### src/rtl/bcd_multi_decade_counter_if.sv
// bcd_multi_decade_counter_if: control, load and status signals of the BCD decade counter.
// The master drives the controls and the slave (the counter) returns count and flags.
interface bcd_multi_decade_counter_if #(parameter int DIGITS = 4);
  logic                  enable;
  logic                  up_dn;
  logic                  clear;
  logic                  load;
  logic [4*DIGITS-1:0]   load_val;
  logic [4*DIGITS-1:0]   Q;
  logic                  done;
  logic                  wrap;
  modport master (output enable, up_dn, clear, load, load_val, input Q, done, wrap);
  modport slave  (input enable, up_dn, clear, load, load_val, output Q, done, wrap);
endinterface

### src/rtl/bcd_multi_decade_counter.sv
// bcd_multi_decade_counter: DIGITS-decade BCD up/down counter with clear, clamped load, terminal count and wrap pulse.
// Define BCD_COUNTER_SATURATE_EN to hold at the terminal count instead of wrapping (wrap then tied low).
module bcd_multi_decade_counter #(
  parameter int DIGITS = 4
) (
  input logic clk,
  input logic reset_n,
  bcd_multi_decade_counter_if.slave bus
);
  localparam int W = 4 * DIGITS;
  logic [W-1:0]      r_q;
  logic [W-1:0]      w_q_nxt;
  logic [W-1:0]      w_ld_clamped;
  logic [DIGITS-1:0] w_nine;
  logic [DIGITS-1:0] w_zero;
  logic [DIGITS-1:0] w_step;
  logic              w_done;
  logic              w_adv;
  assign w_step[0] = 1'b1;
  genvar i;
  generate
    for (i = 0; i < DIGITS; i++) begin : g_dig
      logic [3:0] w_d;
      logic [3:0] w_l;
      assign w_d = r_q[4*i +: 4];
      assign w_l = bus.load_val[4*i +: 4];
      assign w_nine[i] = w_d == 4'd9;
      assign w_zero[i] = w_d == 4'd0;
      assign w_ld_clamped[4*i +: 4] = w_l > 4'd9 ? 4'd9 : w_l;
      assign w_q_nxt[4*i +: 4] = !w_step[i] ? w_d :
                                 bus.up_dn ? (w_nine[i] ? 4'd0 : w_d + 4'd1) :
                                             (w_zero[i] ? 4'd9 : w_d - 4'd1);
      // a digit steps only when every lower digit is rolling over
      if (i < DIGITS - 1) begin : g_carry
        assign w_step[i+1] = w_step[i] & (bus.up_dn ? w_nine[i] : w_zero[i]);
      end
    end
  endgenerate
  assign w_done   = bus.up_dn ? &w_nine : &w_zero;
  assign bus.done = w_done;
  assign bus.Q    = r_q;
`ifdef BCD_COUNTER_SATURATE_EN
  assign w_adv    = bus.enable & ~w_done;
  assign bus.wrap = 1'b0;
`else
  logic r_wrap;
  assign w_adv    = bus.enable;
  assign bus.wrap = r_wrap;
  always_ff @(posedge clk or negedge reset_n) begin
    if (!reset_n) r_wrap <= 1'b0;
    else          r_wrap <= bus.enable & w_done & ~bus.clear & ~bus.load;
  end
`endif
  always_ff @(posedge clk or negedge reset_n) begin
    if (!reset_n) r_q <= '0;
    else          r_q <= bus.clear ? '0 : bus.load ? w_ld_clamped : w_adv ? w_q_nxt : r_q;
  end
endmodule
### src/flat_wrapper.sv
// flat-port wrapper written by rule: the top's interface ports become plain ports
module bcd_multi_decade_counter_flat 
#(
  parameter int DIGITS = 4
)
  (clk, reset_n, bus_enable, bus_up_dn, bus_clear, bus_load, bus_load_val, bus_Q, bus_done, bus_wrap);
  bcd_multi_decade_counter_if #(.DIGITS(DIGITS)) bus_i ();
  input logic clk;
  input logic reset_n;
  input wire logic [$bits(bus_i.enable)-1:0] bus_enable;
  input wire logic [$bits(bus_i.up_dn)-1:0] bus_up_dn;
  input wire logic [$bits(bus_i.clear)-1:0] bus_clear;
  input wire logic [$bits(bus_i.load)-1:0] bus_load;
  input wire logic [$bits(bus_i.load_val)-1:0] bus_load_val;
  output wire logic [$bits(bus_i.Q)-1:0] bus_Q;
  output wire logic [$bits(bus_i.done)-1:0] bus_done;
  output wire logic [$bits(bus_i.wrap)-1:0] bus_wrap;
  assign bus_i.enable = bus_enable;
  assign bus_i.up_dn = bus_up_dn;
  assign bus_i.clear = bus_clear;
  assign bus_i.load = bus_load;
  assign bus_i.load_val = bus_load_val;
  assign bus_Q = bus_i.Q;
  assign bus_done = bus_i.done;
  assign bus_wrap = bus_i.wrap;
  bcd_multi_decade_counter #(.DIGITS(DIGITS)) u_core (.clk(clk), .reset_n(reset_n), .bus(bus_i));
endmodule
### config.mk
export PLATFORM = sky130hd
export DESIGN_NAME = bcd_multi_decade_counter_flat
export DESIGN_NICKNAME = d
export VERILOG_FILES = /design/src/rtl/bcd_multi_decade_counter_if.sv /design/src/rtl/bcd_multi_decade_counter.sv /design/src/flat_wrapper.sv
export SDC_FILE = /design/constraint.sdc
export NUM_CORES = 1
export LEC_CHECK = 0
export BUFFER_PORTS_ARGS = -buffer_cell sky130_fd_sc_hd__buf_2
export CORE_MARGIN = 2
export CORE_UTILIZATION = 50
export CTS_CLUSTER_SIZE = 12
export DETAILED_ROUTE_END_ITERATION = 8
export GPL_TIMING_DRIVEN = 0
export PLACE_DENSITY = 0.86
export SETUP_SLACK_MARGIN = 0.15
export SLEW_MARGIN = 20
export SYNTH_ARGS = -nofsm -noshare
export SYNTH_HDL_FRONTEND = slang
export SYNTH_SLANG_ARGS = --single-unit
### constraint.sdc
create_clock -name clk -period 4.5 [get_ports clk]
set_input_delay 0.675 -clock clk [delete_from_list [all_inputs] [get_ports clk]]
set_output_delay 0.675 -clock clk [all_outputs]
set_load 0.05 [all_outputs]
==> results of run 1 <==
-- cell families (layout without fill, tap and decap cells) --
kind of cell / count (synthesis) / in the layout / synth area share
xor+xnor: 5 / 5 / 0.02576
mux: 7 / 7 / 0.04341
buf+inv: 31 / 74 / 0.07874
fa+ha+maj: 11 / 11 / 0.08094
flops: 17 / 17 / 0.2502
simple gates: 79 / 79 / 0.2649
compound gates: 64 / 64 / 0.2561
-- flip-flops by register name (all words and copies together), names as in the netlist --
| register | count |
|---|---|
| u_core.bus.Q | 16 |
| u_core.bus.wrap | 1 |
-- routing by layer --
| metal | wire length (um) | vias to the layer above | track usage |
|---|---|---|---|
| li1 | - | 869 | - |
| met1 | 1865 | 841 | 0.2833 |
| met2 | 2088 | 46 | 0.3601 |
| met3 | 166 | 8 | 0.02899 |
| met4 | 73 | 0 | 0.09167 |
| met5 | 0 | - | 0 |
-- Yosys cell counts (3+ instances only) --
library cell	count
dfrtp_1	17
o21ai_0	17
nor2_1	16
inv_1	15
nand3_1	12
ha_1	11
a21oi_1	10
clkbuf_1	10
nand2_1	9
a31oi_1	7
nand2b_1	5
nor2b_1	5
and3_1	4
mux2i_1	4
nand3b_1	4
nor3b_1	4
o21a_1	4
o31ai_1	4
a211oi_1	3
mux2_2	3
nor3_1	3
nor4_1	3
o21bai_1	3
xor2_1	3
-- power by group through the flow --
stage / clock network, mW / registers (mW) / logic (mW)
4_1_cts: 0.0885 / 0.176 / 0.201
3_5_place_dp: 0 / 0.179 / 0.200
6_report: 0.0863 / 0.176 / 0.202
2_1_floorplan: 0 / 0.216 / 0.109
5_1_grt: 0.0975 / 0.178 / 0.219
3_3_place_gp: 0 / 0.178 / 0.196
-- cell type report --
class	instances	area share
buffer	16	0.03919
tap	46	0.02908
sequential	17	0.2149
timing repair buffer	39	0.09861
clock buffer	4	0.01327
multi-input combinational	166	0.5765
inverter	15	0.02844
-- final timing paths --
check                                       startpoint                            to  depth (start not counted)
min in group clk                       bus_load_val[6]   u_core.bus.Q[6]$_DFFE_PN0P_                          3
max                        u_core.bus.Q[0]$_DFFE_PN0P_                      bus_done                          6
min reg2reg                u_core.bus.Q[3]$_DFFE_PN0P_   u_core.bus.Q[3]$_DFFE_PN0P_                          3
max reg2reg                u_core.bus.Q[0]$_DFFE_PN0P_  u_core.bus.Q[13]$_DFFE_PN0P_                          7
max in group asynchronous                      reset_n   u_core.bus.Q[8]$_DFFE_PN0P_                          1
min                                            reset_n   u_core.bus.Q[6]$_DFFE_PN0P_                          1
-- metrics by stage --
step	cell area, um2	instances	hold slack (ns)	worst slack (ns)
after floorplan	1700	214	0.3794	1.233
after global placement	1953	299	0.6203	1.526
after detailed placement	1953	299	0.6292	1.489
after CTS	1979	303	0.2916	1.443
after global routing	1979	303	0.3001	1.251
final	1979	303	0.2815	1.409
-- placed cells by master (no fill, tap or decap), types with 5 or more instances in the layout --
| cell type | n |
|---|---|
| clkbuf_1 | 11 |
| buf_2 | 41 |
| nor2b_1 | 5 |
| dfrtp_1 | 17 |
| nand3_1 | 12 |
| nor2_1 | 16 |
| o21ai_0 | 17 |
| nand2_1 | 9 |
| nand2b_1 | 5 |
| inv_1 | 15 |
| a21oi_1 | 10 |
| a31oi_1 | 7 |
| ha_1 | 11 |
==> results.md, run 1 <==
Clock tree
- 0.30 ns — Clk Latency, worst-skew pair
- 0.10 ns — Worst-path clk slew
- yes — CTS tree
- 0 — hold buffer count at cts
- 17 — clock sink total
- 0 — total of cells resized after clock tree synthesis
- 1 — H-tree levels
- 0 — setup fix buffers added after clock tree synthesis
- 2 — clock tree buffer depth
- 3 — TritonCTS buffer count
- clkbuf_4 — Clk Tree Root Cell

Placement
- 39 — count of buffers inserted at the top-level ports
- 0.9080 — final estimated routing congestion in global placement
- 3.200 mm — HPWL after DPL

Detailed routing
- 1764 — overall via count from detail_route
- 13.84 um — post-DR wirelength/cell
- 137 — number of design-rule violations left by the first detailed-router iteration
- 4.193 mm — overall routed net length
- 0 — DRC violations left
- 5.822 — Avg Vias per Cell
- 4 — number of optimization iterations in the first detailed-route pass
- 0 — number of nets still failing antenna checks after routing

Flow run
- 0 — max-cap check violation count

Worst hold path
- in2async — worst hold path type

Pwr
- 268.0 uW — internal power of the cells
- 0.0001291 V — Worst IR Drop VDD
- 0.186 — power share of the clock group
- 0.435 — share of power burned in combinational logic
- 0.379 — part of the total power dissipated in sequential elements
- 0.4219 — Switching Fraction
- 463.6 uW — Total Power Consumption
- 195.6 uW — switching pwr
- 0.8968 nW — total leakage power
- 234.2 nW/um2 — ratio of total power to cell area

Logic synthesis
- 247 — net count after synthesis
- 0.2502 — area fraction of the dominant cell type after synthesis
- 0 — Syn. warnings
- dfrtp_1 (25%), ha_1 (8.1%), o21ai_0 (5.0%) — leading post-synthesis cells by cell area
- 0 — number of enable flip-flop cells after synthesis
- dfrtp_1 — most frequently used flop master after synthesis
- 52 — Unique masters post-synth
- 214 — post-synthesis instance total
- 1.000 — async set or reset register ratio after synthesis
- 17 — flops & latches, synth
- dfrtp_1 — dominant cell type by area after synthesis
- 1700 um2 — Post-Syn Area
- 7.946 um2 — mean area per synthesized cell
- 0.2502 — share of the yosys chip area belonging to registers

Finish
- 16.41% — area growth from synthesis to layout
- 0 — Inserted Diodes
- 291 — Final Net Count
- 1141 um2 — area of the multi-input gates
- 425.4 um2 — area used by sequential logic in the layout
- 0.2101 — ratio of cells with drive above 1 in the final layout
- 0.5979 — Post-Route Utilization
- 334 — fill count

Timing
- 0 — final setup violation count
- 0.6869 — Final period util
- 0.5405 — worst-case headroom to the max-slew limit
- 0 — final count of pins violating max slew
- 0 ns — sum of negative setup slack
- 0 — Hold Fails Final Rpt
- 0.005003 ns — setup clock skew after layout
- 0.6867 ns — transition time at the pin with the least slew margin
- false — RSZ-0062 raised after global routing
- 323.5 MHz — Max Fclk
- 3.091 ns — post-layout min period

Critical path
- flop — Startpoint Class
- 1.88 ns — worst setup slack for register-to-register paths
- 2 — Critical path buffers and inverters
- simple AND/OR/NAND/NOR gates — family with the most delay on the worst path
- nor4b_1 — Max stage delay cell, worst path
- inv_1 > ha_1 > nor4b_1 > nand4_1 > o21ai_0 > buf_2 — cells along the critical path
- output pin — CP Capture Type
- reg2out — critical setup path kind
- 2.42 ns — critical path data arrival time
- 3.83 ns — data required time of the critical path
- 7 — maximum fanout count along the critical path
- 0.52 ns — delay of the slowest cell on the worst path

Global route
- 0 — antenna violations before repair
- 6.955 mm — global-route wire length before repair
- 0.2164 — gr usage total
- 1611 — via count of the first global-routing pass
- 18 — largest net degree at the start of global routing
- 0 — global route total overflow

Die
- 0.5136 — initial core utilization
- 21 — Core Rows
- 3883 um2 — die footprint
- 62.32 um — Chip Height
- 62.32 um — horizontal die dimension
- 40 — io pins
- 3311 um2 — area inside the core boundary

Status
- complete, no violations — outcome

No activity file was read; power rests on OpenSTA's default activity.
==> run 2: changes to the inputs <==
- CORE_UTILIZATION: 50 -> 49
- PLACE_DENSITY: 0.86 -> 0.88
- clock period: 4.5 -> 2.78 ns (I/O delays scaled with it)
==> run 2 against run 1 <==
Effect of this change: die area increased by 1.9%; sequential cell count did not move; clock power is 67% higher; setup slack worse by 1.2 ns; design area grew 1.0%; register-to-register slack got worse by 1.6 ns; critical path type unchanged.
==> results.md, run 2 (same netlist as run 1, synthesis figures left out) <==
Detailed routing
- 5.878 — Avg Vias per Cell
- 14.22 um — post-DR wirelength/cell
- 4.323 mm — overall routed net length
- 153 — number of design-rule violations left by the first detailed-router iteration
- 0 — number of nets still failing antenna checks after routing
- 5 — number of optimization iterations in the first detailed-route pass
- 1787 — overall via count from detail_route
- 0 — DRC violations left

Die
- 62.91 um — horizontal die dimension
- 40 — io pins
- 21 — Core Rows
- 0.5096 — initial core utilization
- 62.91 um — Chip Height
- 3958 um2 — die footprint
- 3337 um2 — area inside the core boundary

Finish
- buf_2 — most frequent standard cell in the layout excluding fill and tap cells
- 426.7 um2 — area used by sequential logic in the layout
- 1152 um2 — area of the multi-input gates
- 292 — Final Net Count
- 0 — Inserted Diodes
- 0.2248 — ratio of cells with drive above 1 in the final layout
- buf_2 (41), nor2_1 (16), o21ai_0 (16), dfrtp_1 (16), inv_1 (15) — commonest cells after routing, fill and taps aside
- 320 — fill count
- 16 — number of flip-flops under the largest register name
- 17.59% — area growth from synthesis to layout
- 0.5992 — Post-Route Utilization
- 1999 um2 — fin area

Timing
- 0.9217 — Final period util
- 390.3 MHz — Max Fclk
- 0.7326 ns — transition time at the pin with the least slew margin
- 0.006645 ns — setup clock skew after layout
- 0.5098 — worst-case headroom to the max-slew limit
- 0 — final count of pins violating max slew
- 0.2176 ns — final worst setup slack
- 0 — final setup violation count
- 0.02533 ns — Min Hold Slack
- 0 ns — sum of negative setup slack
- 0 — Hold Fails Final Rpt
- 2.562 ns — post-layout min period
- true — RSZ-0062 raised after global routing

Critical path
- 0.26 ns — worst setup slack for register-to-register paths
- 6 — maximum fanout count along the critical path
- reg2out — critical setup path kind
- flop — Startpoint Class
- 2.36 ns — data required time of the critical path
- 8 — count of cells along the worst register-to-register path
- output pin — CP Capture Type
- 2.15 ns — critical path data arrival time

Clock tree
- 1 — H-tree levels
- 0 — hold buffer count at cts
- 2 — clock tree buffer depth
- yes — CTS tree
- 17 — clock sink total
- 0.30 ns — Clk Latency, worst-skew pair
- 0.11 ns — Worst-path clk slew
- clkbuf_4 — Clk Tree Root Cell
- 3 — TritonCTS buffer count

Global route
- 0.3670 — met2 global-route usage
- met2 — layer with the highest usage
- 18 — largest net degree at the start of global routing
- 1670 — via count of the first global-routing pass
- 0 — antenna violations before repair
- 0.3090 — met1 global-route usage
- 0.2278 — gr usage total
- 0 — global route total overflow
- 0.03243 — met3 Use GR
- 7.403 mm — global-route wire length before repair

Placement
- 1954 um2 — placed inst area
- 3.192 mm — HPWL after DPL
- 0.2190 ns — worst setup slack after placement
- 39 — count of buffers inserted at the top-level ports
- 0.9380 — final estimated routing congestion in global placement

Pwr
- 0.0001978 V — Worst IR Drop VDD
- 380.1 nW/um2 — ratio of total power to cell area
- 0.9057 nW — total leakage power

Worst hold path
- in2async — worst hold path type

Flow run
- 0 — max-cap check violation count

Status
- complete, no violations — outcome

## run 2: cell count changes in the layout (fill, tap and decap cells not counted)
| cell | change |
|---|---|
| o21ai_0 | -1 |
| dfrtp_2 | +1 |
| nor4b_2 | +1 |
| nor3b_2 | +1 |
| nor3b_1 | -1 |
| nor4b_1 | -1 |
| dfrtp_1 | -1 |
| o21ai_1 | +1 |
| buf_4 | +1 |
## run 2: repair_timing
item                                    CTS  global route
endpoints found under the setup margin    1             6
setup buffers                             0             1
pin swaps                                 0             2
gates cloned                              0             0
resized for setup                         1             1
## run 2: power by group
group | internal, mW | leakage, nW | switching, mW
Clock | 0.0560 | 0.0150 | 0.0885
Sequential | 0.265 | 0.223 | 0.0199
Combinational | 0.115 | 0.668 | 0.216
Total | 0.436 | 0.906 | 0.324
## run 2: final timing paths
kind | end | start
worst min register to register | u_core.bus.Q[14]$_DFFE_PN0P_ | u_core.bus.Q[14]$_DFFE_PN0P_
worst min-delay path | u_core.bus.Q[15]$_DFFE_PN0P_ | reset_n
worst max register to register | u_core.bus.Q[10]$_DFFE_PN0P_ | u_core.bus.Q[1]$_DFFE_PN0P_
min in group clk | u_core.bus.Q[5]$_DFFE_PN0P_ | bus_load_val[5]
worst max-delay path | bus_done | u_core.bus.Q[1]$_DFFE_PN0P_
max in group asynchronous | u_core.bus.Q[0]$_DFFE_PN0P_ | reset_n
## run 2: layout make-up
type	instances	area share
flip-flops and latches	17	0.2134
inverters	15	0.02816
well taps	46	0.02879
plain buffers	16	0.03880
repair buffers	40	0.1014
clock buffers	4	0.01314
multi-input cells	166	0.5763
## run 2: critical path, stage by stage (launching register included)
cell and delay [ns]:
dfrtp_1 0.46, inv_1 0.15, ha_1 0.23, nor4b_2 0.32, nand4_1 0.13, o21ai_1 0.24, buf_2 0.31
## run 2: layer usage
layer  up-vias  wire length [um]
met3         5               344
met2        85              2009
met5         -                 0
met4         0                35
li1        871                 -
met1       826              1934
## run 2: through the flow
stage,total power [mW],std cells
2_1_floorplan,0.5277,214
3_3_place_gp,0.6060,299
3_5_place_dp,0.6124,299
4_1_cts,0.7555,303
5_1_grt,0.8073,304
6_report,0.7600,304
==> run 3: changes to the inputs <==
- CAP_MARGIN: not set -> 20
- CORE_UTILIZATION: 49 -> 50
- PLACE_DENSITY: 0.88 -> 0.86
- clock period: 2.78 -> 2.79 ns (I/O delays scaled with it)
==> run 3 against run 2 <==
Effect of this change: sequential share of layout area down 0.19 points; cell count up 0.33%; clock skew down 0.0012 ns; critical endpoint is now u_core.bus.Q[10]$_DFFE_PN0P_; register-to-register slack about the same; power about the same; non-clock buffer count up 1; clock-buffer cell count unchanged.
==> results.md, run 3 (same netlist as run 1, synthesis figures left out) <==
Status
- complete, no violations — outcome

Pwr
- 760.7 uW — Total Power Consumption
- 0.0002141 V — Worst IR Drop VDD
- 376.0 nW/um2 — ratio of total power to cell area
- 0.9167 nW — total leakage power

Timing
- 2.526 ns — post-layout min period
- 0.6791 ns — transition time at the pin with the least slew margin
- 0 — final count of pins violating max slew
- 0.9052 — Final period util
- 0 — Hold Fails Final Rpt
- 395.9 MHz — Max Fclk
- 0 — final setup violation count
- false — RSZ-0062 raised after global routing
- 0.5456 — worst-case headroom to the max-slew limit
- 0 ns — sum of negative setup slack
- 0.005447 ns — setup clock skew after layout

Clock tree
- clkbuf_4 — Clk Tree Root Cell
- 0.11 ns — Worst-path clk slew
- 2 — clock tree buffer depth
- 0.30 ns — Clk Latency, worst-skew pair
- 0 — hold buffer count at cts
- 17 — clock sink total
- 1 — H-tree levels
- 3 — TritonCTS buffer count
- yes — CTS tree

Global route
- 0.2317 — gr usage total
- 7.362 mm — global-route wire length before repair
- 0 — antenna violations before repair
- 1545 — via count of the first global-routing pass
- 18 — largest net degree at the start of global routing
- 0 — global route total overflow

Finish
- 305 — Cell Count, Final, Fillers Out
- 0 — Inserted Diodes
- 0.2394 — ratio of cells with drive above 1 in the final layout
- 16 — number of flip-flops under the largest register name
- 18.98% — area growth from synthesis to layout
- 427.9 um2 — area used by sequential logic in the layout
- 293 — Final Net Count
- buf_2 — most frequent standard cell in the layout excluding fill and tap cells
- 1164 um2 — area of the multi-input gates
- 315 — fill count
- buf_2 (40), nor2_1 (16), o21ai_0 (16) — commonest cells after routing, fill and taps aside
- 2023 um2 — fin area

Detailed routing
- 0 — DRC violations left
- 0 — number of nets still failing antenna checks after routing
- 5.882 — Avg Vias per Cell
- 1794 — overall via count from detail_route
- 14.37 um — post-DR wirelength/cell
- 4 — number of optimization iterations in the first detailed-route pass
- 4.384 mm — overall routed net length
- 165 — number of design-rule violations left by the first detailed-router iteration

Die
- 40 — io pins
- 3883 um2 — die footprint
- 62.32 um — Chip Height
- 21 — Core Rows
- 62.32 um — horizontal die dimension
- 0.5136 — initial core utilization
- 3311 um2 — area inside the core boundary

Critical path
- 2 — Critical path buffers and inverters
- inv_1 > ha_2 > or3b_1 > a211o_1 > buf_6 > nor3_4 > mux2_2 > o21a_1 — cells along the critical path
- u_core.bus.Q[0]$_DFFE_PN0P_ — worst reg2reg path startpoint
- 9 — maximum fanout count along the critical path
- reg2reg — critical setup path kind
- 2.99 ns — data required time of the critical path
- 0.47 ns — delay of the slowest cell on the worst path
- 0.26 ns — worst setup slack for register-to-register paths
- flop — Startpoint Class
- simple AND/OR/NAND/NOR gates — family with the most delay on the worst path
- dfrtp_2 — Max stage delay cell, worst path
- 2.72 ns — critical path data arrival time
- u_core.bus.Q[10]$_DFFE_PN0P_ — endpoint of the most critical register-to-register path
- flop — CP Capture Type
- 8 — count of cells along the worst register-to-register path

Placement
- 1953 um2 — placed inst area
- 3.208 mm — HPWL after DPL
- 39 — count of buffers inserted at the top-level ports
- 0.9508 — final estimated routing congestion in global placement
- 299 — placed cell count

Worst hold path
- in2async — worst hold path type

Flow run
- 0 — max-cap check violation count

-- run 3: changes by cell type in the layout (fill, tap and decap cells not counted), sizes merged --
cell | before | now
clkbuf | 14 | 15
-- run 3: worst max path at each step --
stage,from,endpoint,slack (ns),depth (start not counted)
after floorplan,u_core.bus.Q[0]$_DFFE_PN0P_,u_core.bus.Q[13]$_DFFE_PN0P_,0.15,7
after global placement,u_core.bus.Q[0]$_DFFE_PN0P_,u_core.bus.Q[13]$_DFFE_PN0P_,0.24,7
after detailed placement,u_core.bus.Q[0]$_DFFE_PN0P_,u_core.bus.Q[13]$_DFFE_PN0P_,0.24,7
after CTS,u_core.bus.Q[0]$_DFFE_PN0P_,u_core.bus.Q[13]$_DFFE_PN0P_,0.21,7
after global routing,u_core.bus.Q[0]$_DFFE_PN0P_,u_core.bus.Q[10]$_DFFE_PN0P_,0.14,8
final,u_core.bus.Q[0]$_DFFE_PN0P_,u_core.bus.Q[10]$_DFFE_PN0P_,0.26,8
-- run 3: worst register-to-register path: stages (launching register included) --
cell and delay (ns):
dfrtp_2 0.47, inv_1 0.14, ha_2 0.23, or3b_1 0.37, a211o_1 0.28, buf_6 0.15, nor3_4 0.27, mux2_2 0.37
o21a_1 0.16
-- run 3: per-layer routing --
metal,wire length (um),vias to the layer above,GRT usage
li1,-,877,-
met1,1887,845,0.3158
met2,2183,66,0.4008
met3,267,6,0.01812
met4,46,0,0.05556
met5,0,-,0
-- run 3: what timing repair did --
item | in CTS | in global routing
pin swaps | 0 | 2
gates resized for setup | 1 | 8
endpoints found under the setup margin | 1 | 6
buffers inserted | 0 | 2
cloned | 0 | 0
-- run 3: cell type report --
cell class	instances	area share
multi-input combinational	166	0.5751
sequential	17	0.2115
timing repair buffer	41	0.1051
buffer	16	0.03896
tap	46	0.02845
inverter	15	0.02783
clock buffer	4	0.01299
-- run 3: stage by stage --
stage               utilization  setup slack, ns  hold slack [ns]
floorplan                     -           0.1544           0.1229
global route             0.6111           0.1436          0.05126
detailed placement       0.5899           0.2362           0.3768
finish                   0.6111           0.2644          0.03304
CTS                      0.5998           0.2137          0.05376
global placement         0.5899           0.2391           0.3645
-- run 3: power by group --
group / total, mW / internal, mW / switching, mW
clock: 0.143 / 0.0557 / 0.0869
combinational: 0.334 / 0.117 / 0.217
sequential: 0.284 / 0.264 / 0.0193
total: 0.761 / 0.437 / 0.324
